<file path="src/rtl/filt2_pulse_meas.sv">
// Rise/fall strobes and high-pulse length measurement on a filtered level, with a single-entry valid/ready event.
// Optional FILT2_PULSE_MEAS_LIVE_LONG_EN adds long_act, which is asserted during a press once it reaches LONG_TH cycles.
module filt2_pulse_meas #(
  parameter int CNT_W   = 16,
  parameter int LONG_TH = 1000
) (
  input  logic             clk,
  input  logic             rst,
  input  logic             lvl,
  output logic             rise,
  output logic             fall,
  output logic             evt_valid,
  input  logic             evt_ready,
  output logic [CNT_W-1:0] evt_len,
  output logic             evt_long,
  output logic             evt_sat,
  output logic             ovr,
  input  logic             ovr_clr
`ifdef FILT2_PULSE_MEAS_LIVE_LONG_EN
  ,
  output logic             long_act
`endif
);

  localparam logic [CNT_W-1:0] CNT_MAX   = {CNT_W{1'b1}};
  localparam logic [CNT_W-1:0] CNT_ONE   = CNT_W'(1);
  localparam logic [CNT_W-1:0] LONG_TH_C = CNT_W'(LONG_TH);

  function automatic logic [CNT_W-1:0] sat_inc(input logic [CNT_W-1:0] c);
    return (c == CNT_MAX) ? CNT_MAX : c + CNT_ONE;
  endfunction

  function automatic logic is_long(input logic [CNT_W-1:0] len);
    return len >= LONG_TH_C;
  endfunction

  typedef enum logic [1:0] {
    IDLE = 2'b00,
    HIGH = 2'b01
  } state_t;

  state_t           state, state_nxt;
  logic [CNT_W-1:0] cnt, cnt_nxt;
  logic             sat, sat_nxt;
  logic             rise_nxt, fall_nxt, done;
  logic             accept, load, drop;
`ifdef FILT2_PULSE_MEAS_LIVE_LONG_EN
  logic             la_nxt;
`endif

  always_comb begin
    state_nxt = state;
    cnt_nxt   = cnt;
    sat_nxt   = sat;
    rise_nxt  = 1'b0;
    fall_nxt  = 1'b0;
    done      = 1'b0;
`ifdef FILT2_PULSE_MEAS_LIVE_LONG_EN
    la_nxt    = long_act;
`endif
    case (state)
      IDLE: begin
        if (lvl) begin
          state_nxt = HIGH;
          cnt_nxt   = CNT_ONE;
          sat_nxt   = (CNT_ONE == CNT_MAX);
          rise_nxt  = 1'b1;
`ifdef FILT2_PULSE_MEAS_LIVE_LONG_EN
          la_nxt    = is_long(CNT_ONE);
`endif
        end
      end
      HIGH: begin
        if (lvl) begin
          cnt_nxt = sat_inc(cnt);
          sat_nxt = sat | (cnt_nxt == CNT_MAX);
`ifdef FILT2_PULSE_MEAS_LIVE_LONG_EN
          la_nxt  = long_act | is_long(cnt_nxt);
`endif
        end else begin
          // Pulse complete: cnt/sat still hold the final measurement this cycle
          state_nxt = IDLE;
          cnt_nxt   = '0;
          sat_nxt   = 1'b0;
          fall_nxt  = 1'b1;
          done      = 1'b1;
`ifdef FILT2_PULSE_MEAS_LIVE_LONG_EN
          la_nxt    = 1'b0;
`endif
        end
      end
      default: begin
        state_nxt = IDLE;
        cnt_nxt   = '0;
        sat_nxt   = 1'b0;
`ifdef FILT2_PULSE_MEAS_LIVE_LONG_EN
        la_nxt    = 1'b0;
`endif
      end
    endcase
  end

  always_ff @(posedge clk or posedge rst) begin
    if (rst) begin
      state <= IDLE;
      cnt   <= '0;
      sat   <= 1'b0;
      rise  <= 1'b0;
      fall  <= 1'b0;
`ifdef FILT2_PULSE_MEAS_LIVE_LONG_EN
      long_act <= 1'b0;
`endif
    end else begin
      state <= state_nxt;
      cnt   <= cnt_nxt;
      sat   <= sat_nxt;
      rise  <= rise_nxt;
      fall  <= fall_nxt;
`ifdef FILT2_PULSE_MEAS_LIVE_LONG_EN
      long_act <= la_nxt;
`endif
    end
  end

  // Event entry: a completion loads when the slot is empty or is draining on this edge
  assign accept = evt_valid & evt_ready;
  assign load   = done & (~evt_valid | evt_ready);
  assign drop   = done & evt_valid & ~evt_ready;

  always_ff @(posedge clk or posedge rst) begin
    if (rst) begin
      evt_valid <= 1'b0;
      evt_len   <= '0;
      evt_long  <= 1'b0;
      evt_sat   <= 1'b0;
      ovr       <= 1'b0;
    end else begin
      if (load) begin
        evt_valid <= 1'b1;
        evt_len   <= cnt;
        evt_long  <= is_long(cnt);
        evt_sat   <= sat;
      end else if (accept) begin
        evt_valid <= 1'b0;
      end
      if (drop)
        ovr <= 1'b1;
      else if (ovr_clr)
        ovr <= 1'b0;
    end
  end

endmodule

</file>
<file path="config.mk">
export PLATFORM = sky130hd
export DESIGN_NAME = filt2_pulse_meas
export DESIGN_NICKNAME = d
export VERILOG_FILES = /design/src/rtl/filt2_pulse_meas.sv
export SDC_FILE = /design/constraint.sdc
export NUM_CORES = 1
export LEC_CHECK = 0
export CORE_UTILIZATION = 42
export CTS_CLUSTER_SIZE = 25
export DETAILED_ROUTE_END_ITERATION = 16
export GPL_TIMING_DRIVEN = 0
export MAX_ROUTING_LAYER = met4
export PLACE_DENSITY = 0.71
export SYNTH_ARGS = -nofsm -noshare
export SYNTH_HDL_FRONTEND = slang
export SYNTH_SLANG_ARGS = --single-unit
</file>
<file path="constraint.sdc">
create_clock -name clk -period 2.7 [get_ports clk]
set_clock_uncertainty 0.05 [all_clocks]
set_input_delay 0.54 -clock clk [delete_from_list [all_inputs] [get_ports clk]]
set_output_delay 0.54 -clock clk [all_outputs]
set_load 0.02 [all_outputs]
</file>
==> tab_implementation.tex <==
\begin{tabular}{lr}
\hline
Metric & Value \\
\hline
\multicolumn{2}{l}{\textbf{Run status}} \\
Outcome & complete, no violations \\
\multicolumn{2}{l}{\textbf{Synth}} \\
Area of the mapped netlist & 0.002147 mm2 \\
Number of enable-type register cells in the synthesized netlist & 0 \\
Seq/Total Area, Yosys & 46.62\% \\
Share of synthesized flip-flops with an asynchronous set or reset & 100.0\% \\
Main synth FF type & sky130\_fd\_sc\_hd\_\_dfrtp\_1 \\
Largest cells by area after synthesis & sky130\_fd\_sc\_hd\_\_dfrtp\_1, sky130\_fd\_sc\_hd\_\_mux2\_2, sky130\_fd\_sc\_hd\_\_a21oi\_1 \\
Cell count after synthesis & 215 \\
Library cells used by synthesis & 43 \\
Synth area leader & sky130\_fd\_sc\_hd\_\_dfrtp\_1 \\
Avg Inst Size Synth & 9.986 um2 \\
Synthesized netlist net count & 225 \\
Yosys warning total & 0 \\
Top-area cell type share of the netlist area & 46.62\% \\
Total of flip-flops plus latches after synthesis & 40 \\
\multicolumn{2}{l}{\textbf{Min path}} \\
Hold Path Class & flip-flop to flip-flop \\
Worst min-delay path startpoint & evt\_long\$\_DFFE\_PP0P\_ \\
Hold Path Depth & 2 \\
\multicolumn{2}{l}{\textbf{Route}} \\
Via/cell ratio & 5.431 \\
Final wirelength & 4.497 mm \\
Vias & 1,700 \\
Wire length per cell & 14.37 um \\
DR iter-0 viols & 83 \\
Detailed-routing iteration count for the pre-antenna-repair pass & 4 \\
DRC violations left & 0 \\
Post-route ant nets & 0 \\
\multicolumn{2}{l}{\textbf{Cells and area}} \\
Leading cell types in the layout, fill and taps excluded & sky130\_fd\_sc\_hd\_\_dfrtp\_1, sky130\_fd\_sc\_hd\_\_clkdlybuf4s50\_1, sky130\_fd\_sc\_hd\_\_a21oi\_1 \\
Final core utilization & 53.14\% \\
Post-route standard cell area excluding fillers & 0.002560 mm2 \\
Layout-stage area growth over the synthesis result & 19.23\% \\
Post-layout net count & 258 \\
Fill count & 495 \\
Total inserted antenna cells & 0 \\
Most frequent standard cell in the layout excluding fill and tap cells & sky130\_fd\_sc\_hd\_\_dfrtp\_1 \\
Post-route insts no fill & 313 \\
Top Registers & cnt (16), evt\_len (16) \\
Ratio of cells with drive above 1 in the final layout & 15.45\% \\
\multicolumn{2}{l}{\textbf{Worst setup path}} \\
Required time at the worst-slack endpoint & 2820 ps \\
Max FO, Critical Path & 10 \\
Nature of the critical path endpoint & flip-flop \\
Path depth of the worst reg2reg path & 8 \\
Critical path start-end classification & input port to flip-flop \\
Arrival @ worst endpoint & 2630 ps \\
Worst Setup Start Kind & input port \\
Launching point of the worst reg2reg path & cnt[0]\$\_DFFE\_PP0P\_ \\
Critical path origin & lvl \\
\multicolumn{2}{l}{\textbf{Global route}} \\
Antenna violations before repair & 0 \\
Number of global-route vias before repair & 1,562 \\
Global-route congestion overflow total & 0 \\
Maximum number of pins on one net before global-route repair & 41 \\
Overall Global Routing Usage & 19.56\% \\
First-pass GRT wire length & 7.700 mm \\
\multicolumn{2}{l}{\textbf{Pwr}} \\
Combinational group share of total power & 34.1\% \\
Worst voltage drop across the vdd grid & 0.0003168 V \\
Static Leak & 1.219 nW \\
Clock network power share & 21.8\% \\
Reg power frac & 44.1\% \\
Switching power of the nets & 547.5 uW \\
Switching fraction of total power & 34.54\% \\
Total internal power & 1.038 mW \\
Power density over the cells & 619.2 mW/mm2 \\
\multicolumn{2}{l}{\textbf{STA}} \\
Number of failing setup endpoints in the final timing report & 0 \\
Max Freq & 398.6 MHz \\
Final clock period utilization by the worst path & 92.92\% \\
Actual slew at the worst max-slew pin & 810.5 ps \\
Count of pins over their slew limit & 0 \\
Post-layout worst setup margin & 191.0 ps \\
Unrepaired setup endpoints after global routing & no \\
Number of hold violations in the final report & 0 \\
Slew Limit Headroom & 45.89\% \\
Total negative setup slack & 0 ps \\
Minimum clock period after layout & 2509 ps \\
\multicolumn{2}{l}{\textbf{Floorplan}} \\
Boundary Pins & 27 \\
Initial core utilization & 44.57\% \\
Die width & 73.50 um \\
Full die area & 0.005402 mm2 \\
Number of rows created at floorplan & 25 \\
Placeable core region & 0.004817 mm2 \\
Vertical die dimension & 73.50 um \\
\multicolumn{2}{l}{\textbf{Clock tree}} \\
Number of buffers created by CTS & 5 \\
Clock Latency Late Sink & 290 ps \\
Total number of H-tree levels & 2 \\
Hold Buf Count CTS & 0 \\
Num Clock Sinks & 40 \\
Post-CTS setup buffers & 0 \\
Post-CTS clock slew at the launch and capture registers of the worst setup and hold paths & 70 ps \\
Bufs on Longest Clock Path & 2 \\
Resize count post-CTS & 0 \\
TritonCTS clock tree & built \\
Clock Tree Root & sky130\_fd\_sc\_hd\_\_clkbuf\_8 \\
\multicolumn{2}{l}{\textbf{Placed design}} \\
Total cell area at the placement stage & 0.002491 mm2 \\
Estimated wirelength of the detail-placed design & 3.128 mm \\
Routability Congestion & 0.8920 \\
Cell Count Post-Placement & 308 \\
Port Buf Inserts & 26 \\
Setup slack at placement & -129.6 ps \\
\multicolumn{2}{l}{\textbf{Run}} \\
Max Cap Violations & 0 \\
\hline
\end{tabular}
-- area by class of cell --
class	count	area, um2	share of cell area [%]
well taps	67	83.83	3.275
multi-input cells	148	1025	40.03
inverters	10	37.54	1.466
flip-flops and latches	40	1001	39.10
clock buffers	5	68.82	2.688
repair buffers	26	260.3	10.17
plain buffers	17	83.83	3.275
-- metrics by stage --
stage                     hold WS (ps)  power, mW
after detailed placement         420.0      1.260
after global placement           410.9      1.248
final                            424.1      1.585
after floorplan                  427.0      1.077
after CTS                        435.4      1.610
after global routing             456.1      1.694
-- final timing paths --
| path | slack (ps) | endpoint |
|---|---|---|
| max reg2reg | 390 | sat$_DFFE_PP0P_ |
| max in group asynchronous | 1400 | cnt[0]$_DFFE_PP0P_ |
| min | 420 | evt_long$_DFFE_PP0P_ |
| max | 190 | evt_len[6]$_DFFE_PP0P_ |
| min in group asynchronous | 670 | evt_len[12]$_DFFE_PP0P_ |
| min reg2reg | 420 | evt_long$_DFFE_PP0P_ |
-- power groups by stage --
stage / registers [mW] / logic (mW) / clock network [mW]
after detailed placement: 0.712 / 0.547 / 0
after floorplan: 0.755 / 0.321 / 0
after CTS: 0.700 / 0.547 / 0.362
after global routing: 0.710 / 0.601 / 0.383
final: 0.700 / 0.541 / 0.345
after global placement: 0.711 / 0.538 / 0
-- cell usage after synthesis, types with 2 or more instances --
cell type	n
sky130_fd_sc_hd__dfrtp_1	40
sky130_fd_sc_hd__a21oi_1	20
sky130_fd_sc_hd__nand2_1	19
sky130_fd_sc_hd__nor2_1	18
sky130_fd_sc_hd__mux2_2	13
sky130_fd_sc_hd__o22a_1	11
sky130_fd_sc_hd__buf_2	10
sky130_fd_sc_hd__inv_1	10
sky130_fd_sc_hd__nor3_1	9
sky130_fd_sc_hd__a31oi_1	7
sky130_fd_sc_hd__o21ai_0	6
sky130_fd_sc_hd__clkbuf_1	5
sky130_fd_sc_hd__ha_1	5
sky130_fd_sc_hd__a41oi_1	3
sky130_fd_sc_hd__nand3_1	3
sky130_fd_sc_hd__nand4_1	3
sky130_fd_sc_hd__nor4_1	3
sky130_fd_sc_hd__nand2b_1	2
sky130_fd_sc_hd__nand4b_1	2
sky130_fd_sc_hd__nor2b_1	2
sky130_fd_sc_hd__xnor2_1	2
-- layer usage --
| metal | up-vias | track usage, % | wire (um) |
|---|---|---|---|
| met5 | - | - | 0 |
| met4 | 0 | 8.120 | 87 |
| met3 | 9 | 4.938 | 235 |
| met2 | 33 | 27.01 | 1982 |
| met1 | 817 | 27.22 | 2191 |
| li1 | 841 | - | - |
-- worst max-delay path: stages --
cell and delay, ps:
sky130_fd_sc_hd__clkdlybuf4s50_1 570, sky130_fd_sc_hd__inv_1 110, sky130_fd_sc_hd__ha_1 240, sky130_fd_sc_hd__nand2_1 180
sky130_fd_sc_hd__buf_1 580, sky130_fd_sc_hd__mux2_2 410
-- cell families after synthesis --
group	synth area share (%)
AOI/OAI and AO/OA	17.72
xor gates and xnor gates	1.224
adders and majority gates	2.914
buffers and inverters	5.653
DFF	46.62
muxes	6.818
and+or+nand+nor	19.06
Note: power is estimated with default switching activity, not from simulation.
